## src/rtl/lap_recorder.sv

```systemverilog
// Split-time capture and display sequencer: freezes the display on split, buffers laps, replays them on recall.
// Optional overwrite-oldest ring behaviour when full is enabled by defining LAP_RING_EN.
module lap_recorder #(
  parameter int unsigned TIME_W = 16,
  parameter int unsigned IDX_W  = 2
) (
  input  logic              clk,
  input  logic              reset,
  input  logic              init_regs,
  input  logic              count_enabled,
  input  logic              split,
  input  logic              recall,
  input  logic [TIME_W-1:0] time_in,
  output logic [TIME_W-1:0] disp_time,
  output logic [IDX_W-1:0]  lap_idx,
  output logic [IDX_W:0]    lap_count,
  output logic              frozen,
  output logic              recalling,
  output logic              overflow
);

  localparam int unsigned DEPTH = 2 ** IDX_W;
  localparam int unsigned CNT_W = IDX_W + 1;

  typedef enum logic [1:0] {
    LIVE   = 2'd0,
    FROZEN = 2'd1,
    RECALL = 2'd2
  } state_t;

  state_t             state, state_nxt;
  logic [TIME_W-1:0]  lap_mem [DEPTH];
  logic [TIME_W-1:0]  hold, hold_nxt, disp_nxt;
  logic [IDX_W-1:0]   wr_ptr, wr_ptr_nxt, oldest, rd_ptr, idx_nxt;
  logic [CNT_W-1:0]   count_nxt;
  logic               ovf_nxt, mem_we, full, capture, can_recall;

  assign full       = (lap_count == CNT_W'(DEPTH));
  assign capture    = split && count_enabled;
  assign can_recall = recall && !count_enabled && (lap_count != '0);
  assign rd_ptr     = oldest + lap_idx;

`ifdef LAP_RING_EN
  logic [IDX_W-1:0] oldest_nxt;

  // Oldest pointer advances when a full buffer is overwritten
  always_ff @(posedge clk or negedge reset) begin
    if (!reset) oldest <= '0;
    else        oldest <= oldest_nxt;
  end
`else
  assign oldest = '0;
`endif

  // Next-state and datapath decode
  always_comb begin
    state_nxt  = state;
    disp_nxt   = disp_time;
    idx_nxt    = lap_idx;
    count_nxt  = lap_count;
    ovf_nxt    = overflow;
    hold_nxt   = hold;
    wr_ptr_nxt = wr_ptr;
    mem_we     = 1'b0;
`ifdef LAP_RING_EN
    oldest_nxt = oldest;
`endif
    if (init_regs) begin
      state_nxt  = LIVE;
      disp_nxt   = time_in;
      idx_nxt    = '0;
      count_nxt  = '0;
      ovf_nxt    = 1'b0;
      wr_ptr_nxt = '0;
`ifdef LAP_RING_EN
      oldest_nxt = '0;
`endif
    end else begin
      case (state)
        LIVE: begin
          disp_nxt = time_in;
          if (capture) begin
            state_nxt = FROZEN;
            hold_nxt  = time_in;
            if (!full) begin
              mem_we     = 1'b1;
              wr_ptr_nxt = wr_ptr + IDX_W'(1);
              count_nxt  = lap_count + CNT_W'(1);
            end else begin
              ovf_nxt = 1'b1;
`ifdef LAP_RING_EN
              // Full ring: write pointer equals oldest, so this overwrites the oldest lap
              mem_we     = 1'b1;
              wr_ptr_nxt = wr_ptr + IDX_W'(1);
              oldest_nxt = oldest + IDX_W'(1);
`endif
            end
          end else if (can_recall) begin
            state_nxt = RECALL;
            idx_nxt   = '0;
          end
        end
        FROZEN: begin
          disp_nxt = hold;
          if (capture) begin
            state_nxt = LIVE;
          end else if (can_recall) begin
            state_nxt = RECALL;
            idx_nxt   = '0;
          end
        end
        RECALL: begin
          disp_nxt = lap_mem[rd_ptr];
          if (count_enabled) begin
            state_nxt = LIVE;
            idx_nxt   = '0;
          end else if (recall) begin
            if ((CNT_W'(lap_idx) + CNT_W'(1)) < lap_count) begin
              idx_nxt = lap_idx + IDX_W'(1);
            end else begin
              state_nxt = LIVE;
              idx_nxt   = '0;
            end
          end
        end
        default: begin
          state_nxt = LIVE;
          idx_nxt   = '0;
        end
      endcase
    end
  end

  // State and output registers
  always_ff @(posedge clk or negedge reset) begin
    if (!reset) begin
      state     <= LIVE;
      disp_time <= '0;
      lap_idx   <= '0;
      lap_count <= '0;
      overflow  <= 1'b0;
      hold      <= '0;
      wr_ptr    <= '0;
      frozen    <= 1'b0;
      recalling <= 1'b0;
    end else begin
      state     <= state_nxt;
      disp_time <= disp_nxt;
      lap_idx   <= idx_nxt;
      lap_count <= count_nxt;
      overflow  <= ovf_nxt;
      hold      <= hold_nxt;
      wr_ptr    <= wr_ptr_nxt;
      frozen    <= (state_nxt == FROZEN);
      recalling <= (state_nxt == RECALL);
    end
  end

  // Lap storage needs no reset; entries are only read after being written
  always_ff @(posedge clk) begin
    if (mem_we) lap_mem[wr_ptr] <= time_in;
  end

endmodule

```

## config.mk

```make
export PLATFORM = sky130hd
export DESIGN_NAME = lap_recorder
export DESIGN_NICKNAME = d
export VERILOG_FILES = /design/src/rtl/lap_recorder.sv
export SDC_FILE = /design/constraint.sdc
export NUM_CORES = 1
export LEC_CHECK = 0
export ABC_CLOCK_PERIOD_IN_PS = 4800
export CORE_MARGIN = 2
export CORE_UTILIZATION = 25
export DETAILED_ROUTE_END_ITERATION = 8
export SETUP_SLACK_MARGIN = 0.1
export SYNTH_ARGS = -nofsm -noshare
export SYNTH_HDL_FRONTEND = slang
export SYNTH_SLANG_ARGS = --single-unit
export TNS_END_PERCENT = 100
```

## constraint.sdc

```tcl
create_clock -name clk -period 4.8 [get_ports clk]
set_input_delay 0.72 -clock clk [delete_from_list [all_inputs] [get_ports clk]]
set_output_delay 0.72 -clock clk [all_outputs]
set_load 0.03 [all_outputs]
```

==> metrics <==
Max FO, Critical Path=17; CTS Hold Bufs=0; total CTS buffers=9; reg2reg path depth=7; drt first pass iters=4; Hold WC Path Type=flip-flop to flip-flop; row cnt=50; # diodes=0; GRT overflow=0; Post-route DRC=0; worst setup path class=input port to flip-flop; Max Slew Vio Count=0; GRT Total Usage=10.77%; Syn Inst Count=298; first-pass GRT wire length=between 15,000 and 20,000 um; pwr dens=370.8 nW/um^2; met2 wire len=roughly 5000 um; Post-synth ARST share=40.74%; max_slew headroom=23.71%; number of fill cells in the layout=approximately 1,900; synthesized net count=333; Clock Latency Late Sink=340 ps; full die area=20,090 um^2; Hold Crit Endpoint=hold[2]$_DFFE_PN0P_; total negative setup slack=0 ps; Final nets=approximately 380; Max Cap Violations=0; DP Area=5378 um^2; leakage power=0.002056 uW; minimum hold slack=around 510 ps; GPL Wtd Cong=0.7844; mean post-synth cell area=15.92 um^2; R2R Path Start=state[1]$_DFF_PN0_; largest net degree at the start of global routing=45; CORE AREA=18,640 um^2; share of layout cells above drive strength 1=22.32%; Hold Path Origin=hold[2]$_DFFE_PN0P_; hold depth=1; Fmax=roughly 330 MHz; Worst Setup End Kind=flip-flop; Die Height=141.7 um; area grow syn2layout=19.55%; flip-flop and latch count after synthesis=108; status=completed; Setup Buffers After CTS=0; CTS resizes=0; Multi-input gate area=1556 um^2; worst path required time=4760 ps; Die W=141.7 um; worst r2r dst=lap_mem[2][3]$_DFFE_PP_; antenna violations before repair=0; H-tree levels=3; Seq. cell area=~3000 um^2; port bufs=45; Worst-path clk slew=about 70 ps; remaining antenna violation count after routing=0; Post-Route Skew=approximately 8.7 ps; Worst Tran Pin Value=1144 ps; Via density=4.722; RSZ-0062 raised after global routing=false; CTS Root Cell=clkbuf_16; sequential share of the synthesized area=63.73%; Avg WL per Cell=17.53 um; vias in the first global route=between 2,000 and 3,000; hpwl dp=6498 um; final worst-path cycle share=62.26%; CTS sink count=approximately 110; Post-synth EDFFs=64; DR WL met3=around 560 um; vias=about 2,700; final setup vio count=0; design area=between 5000 and 6000 um^2; CP Data Arrival Time=2950 ps; Peak VDD IR=226.3 uV; final number of hold-violating endpoints=0; max layer used=met4; initial core utilization=25.44%; FF-to-FF setup slack=1920 ps; Clock Tree Buf Depth=2; Mapped Area=around 4700 um^2; io pins=46; CTS tree=yes; total wire length=10,150 um; initial DRC count=206; Tmin final=around 3000 ps; Met1 Routed Length=4508 um; Main synth FF type=edfxtp_1; kind of start point of the critical path=input port; number of unique standard cell types used by synthesis=43; Synth warnings=0
-- registers in the layout, summed over array words and instances, names as in the netlist --
signal	flops
disp_time	16
frozen	1
hold	16
lap_count	3
lap_idx	2
lap_mem	64
overflow	1
recalling	1
state	2
wr_ptr	2
-- logic make-up (layout without fill, tap and decap cells) --
group	after synthesis	in the layout	share of synthesized area, %
AO/OA/AOI/OAI	32	32	6.753
XOR/XNOR	2	2	0.3694
adder cells (fa/ha/maj)	13	13	3.429
buffers and inverters	26	73	3.455
flip-flops	108	108	63.73
multiplexers	34	34	11.87
AND/OR/NAND/NOR	83	83	10.39
-- stage by stage --
| step | util [%] | instances | worst slack [ps] | power, uW |
|---|---|---|---|---|
| 6_report | 30.42 | 579 | 1811 | 2103 |
| 5_1_grt | 30.42 | 579 | 1691 | 2198 |
| 4_1_cts | 30.42 | 579 | 1786 | 2130 |
| 3_5_place_dp | 28.85 | 563 | 1410 | 1394 |
| 3_3_place_gp | 28.85 | 563 | 1593 | 1385 |
| 2_1_floorplan | - | 298 | 2383 | 1278 |
-- worst max-delay path, stage by stage --
cell and delay [ps]:
clkdlybuf4s50_1 560, and3_1 340, nand2b_1 80, buf_4 230
a21oi_1 270, and2_1 740
-- per-layer routing --
metal	vias to the layer above	global-route usage, %
li1	1228	-
met1	1420	13.74
met2	79	17.99
met3	7	3.577
met4	0	2.158
met5	-	0
-- Yosys cell counts, drive strengths merged (2+ instances only) --
master | n | share of area (%)
xnor2 | 2 | 0.37
ha | 13 | 3.4
and3 | 2 | 0.26
a21oi | 5 | 0.53
dfrtp | 44 | 23
nor2b | 2 | 0.26
a221oi | 16 | 4.3
nor3 | 34 | 4.6
edfxtp | 64 | 41
nor2 | 24 | 1.9
clkbuf | 5 | 0.42
mux2 | 18 | 4.3
nand2b | 3 | 0.40
mux4 | 16 | 7.6
nand2 | 6 | 0.82
nand3 | 2 | 0.21
buf | 13 | 2.4
and2 | 5 | 0.66
inv | 8 | 0.63
-- report_power, final --
group	leakage, uW	internal [uW]	switching [uW]	total, uW
registers	0.00112	1050	37.6	1090
clock network	0.000146	406	327	733
logic	0.000793	121	159	280
total	0.00206	1580	524	2100
-- worst max path at each step --
stage,startpoint,endpoint,cells after the start
6_report,count_enabled,lap_mem[2][3]$_DFFE_PP_,6
5_1_grt,count_enabled,lap_mem[3][9]$_DFFE_PP_,6
4_1_cts,init_regs,lap_mem[2][9]$_DFFE_PP_,5
3_5_place_dp,init_regs,lap_mem[2][7]$_DFFE_PP_,5
3_3_place_gp,init_regs,lap_mem[2][7]$_DFFE_PP_,5
2_1_floorplan,state[1]$_DFF_PN0_,lap_mem[0][0]$_DFFE_PP_,9
-- cells in the final DEF, fill, tap and decap left out, drive strengths merged, types with 2 or more instances in the layout --
cell type	n
clkdlybuf4s50	44
nor2b	2
dfrtp	44
a21oi	5
clkbuf	10
inv	9
nand3	2
mux2	18
and2	5
nand2	6
a221oi	16
buf	5
ha	13
nor3	34
nor2	24
clkinv	4
mux4	16
edfxtp	64
nand2b	3
and3	2
xnor2	2
-- final cells by class --
cell class | count | share of cell area (%)
inverter | 8 | 0.5296
clock inverter | 6 | 1.125
timing repair buffer | 49 | 8.385
multi-input combinational | 164 | 27.45
clock buffer | 10 | 4.038
sequential | 108 | 53.31
tap | 234 | 5.163
(Power assumes the default switching activity.)
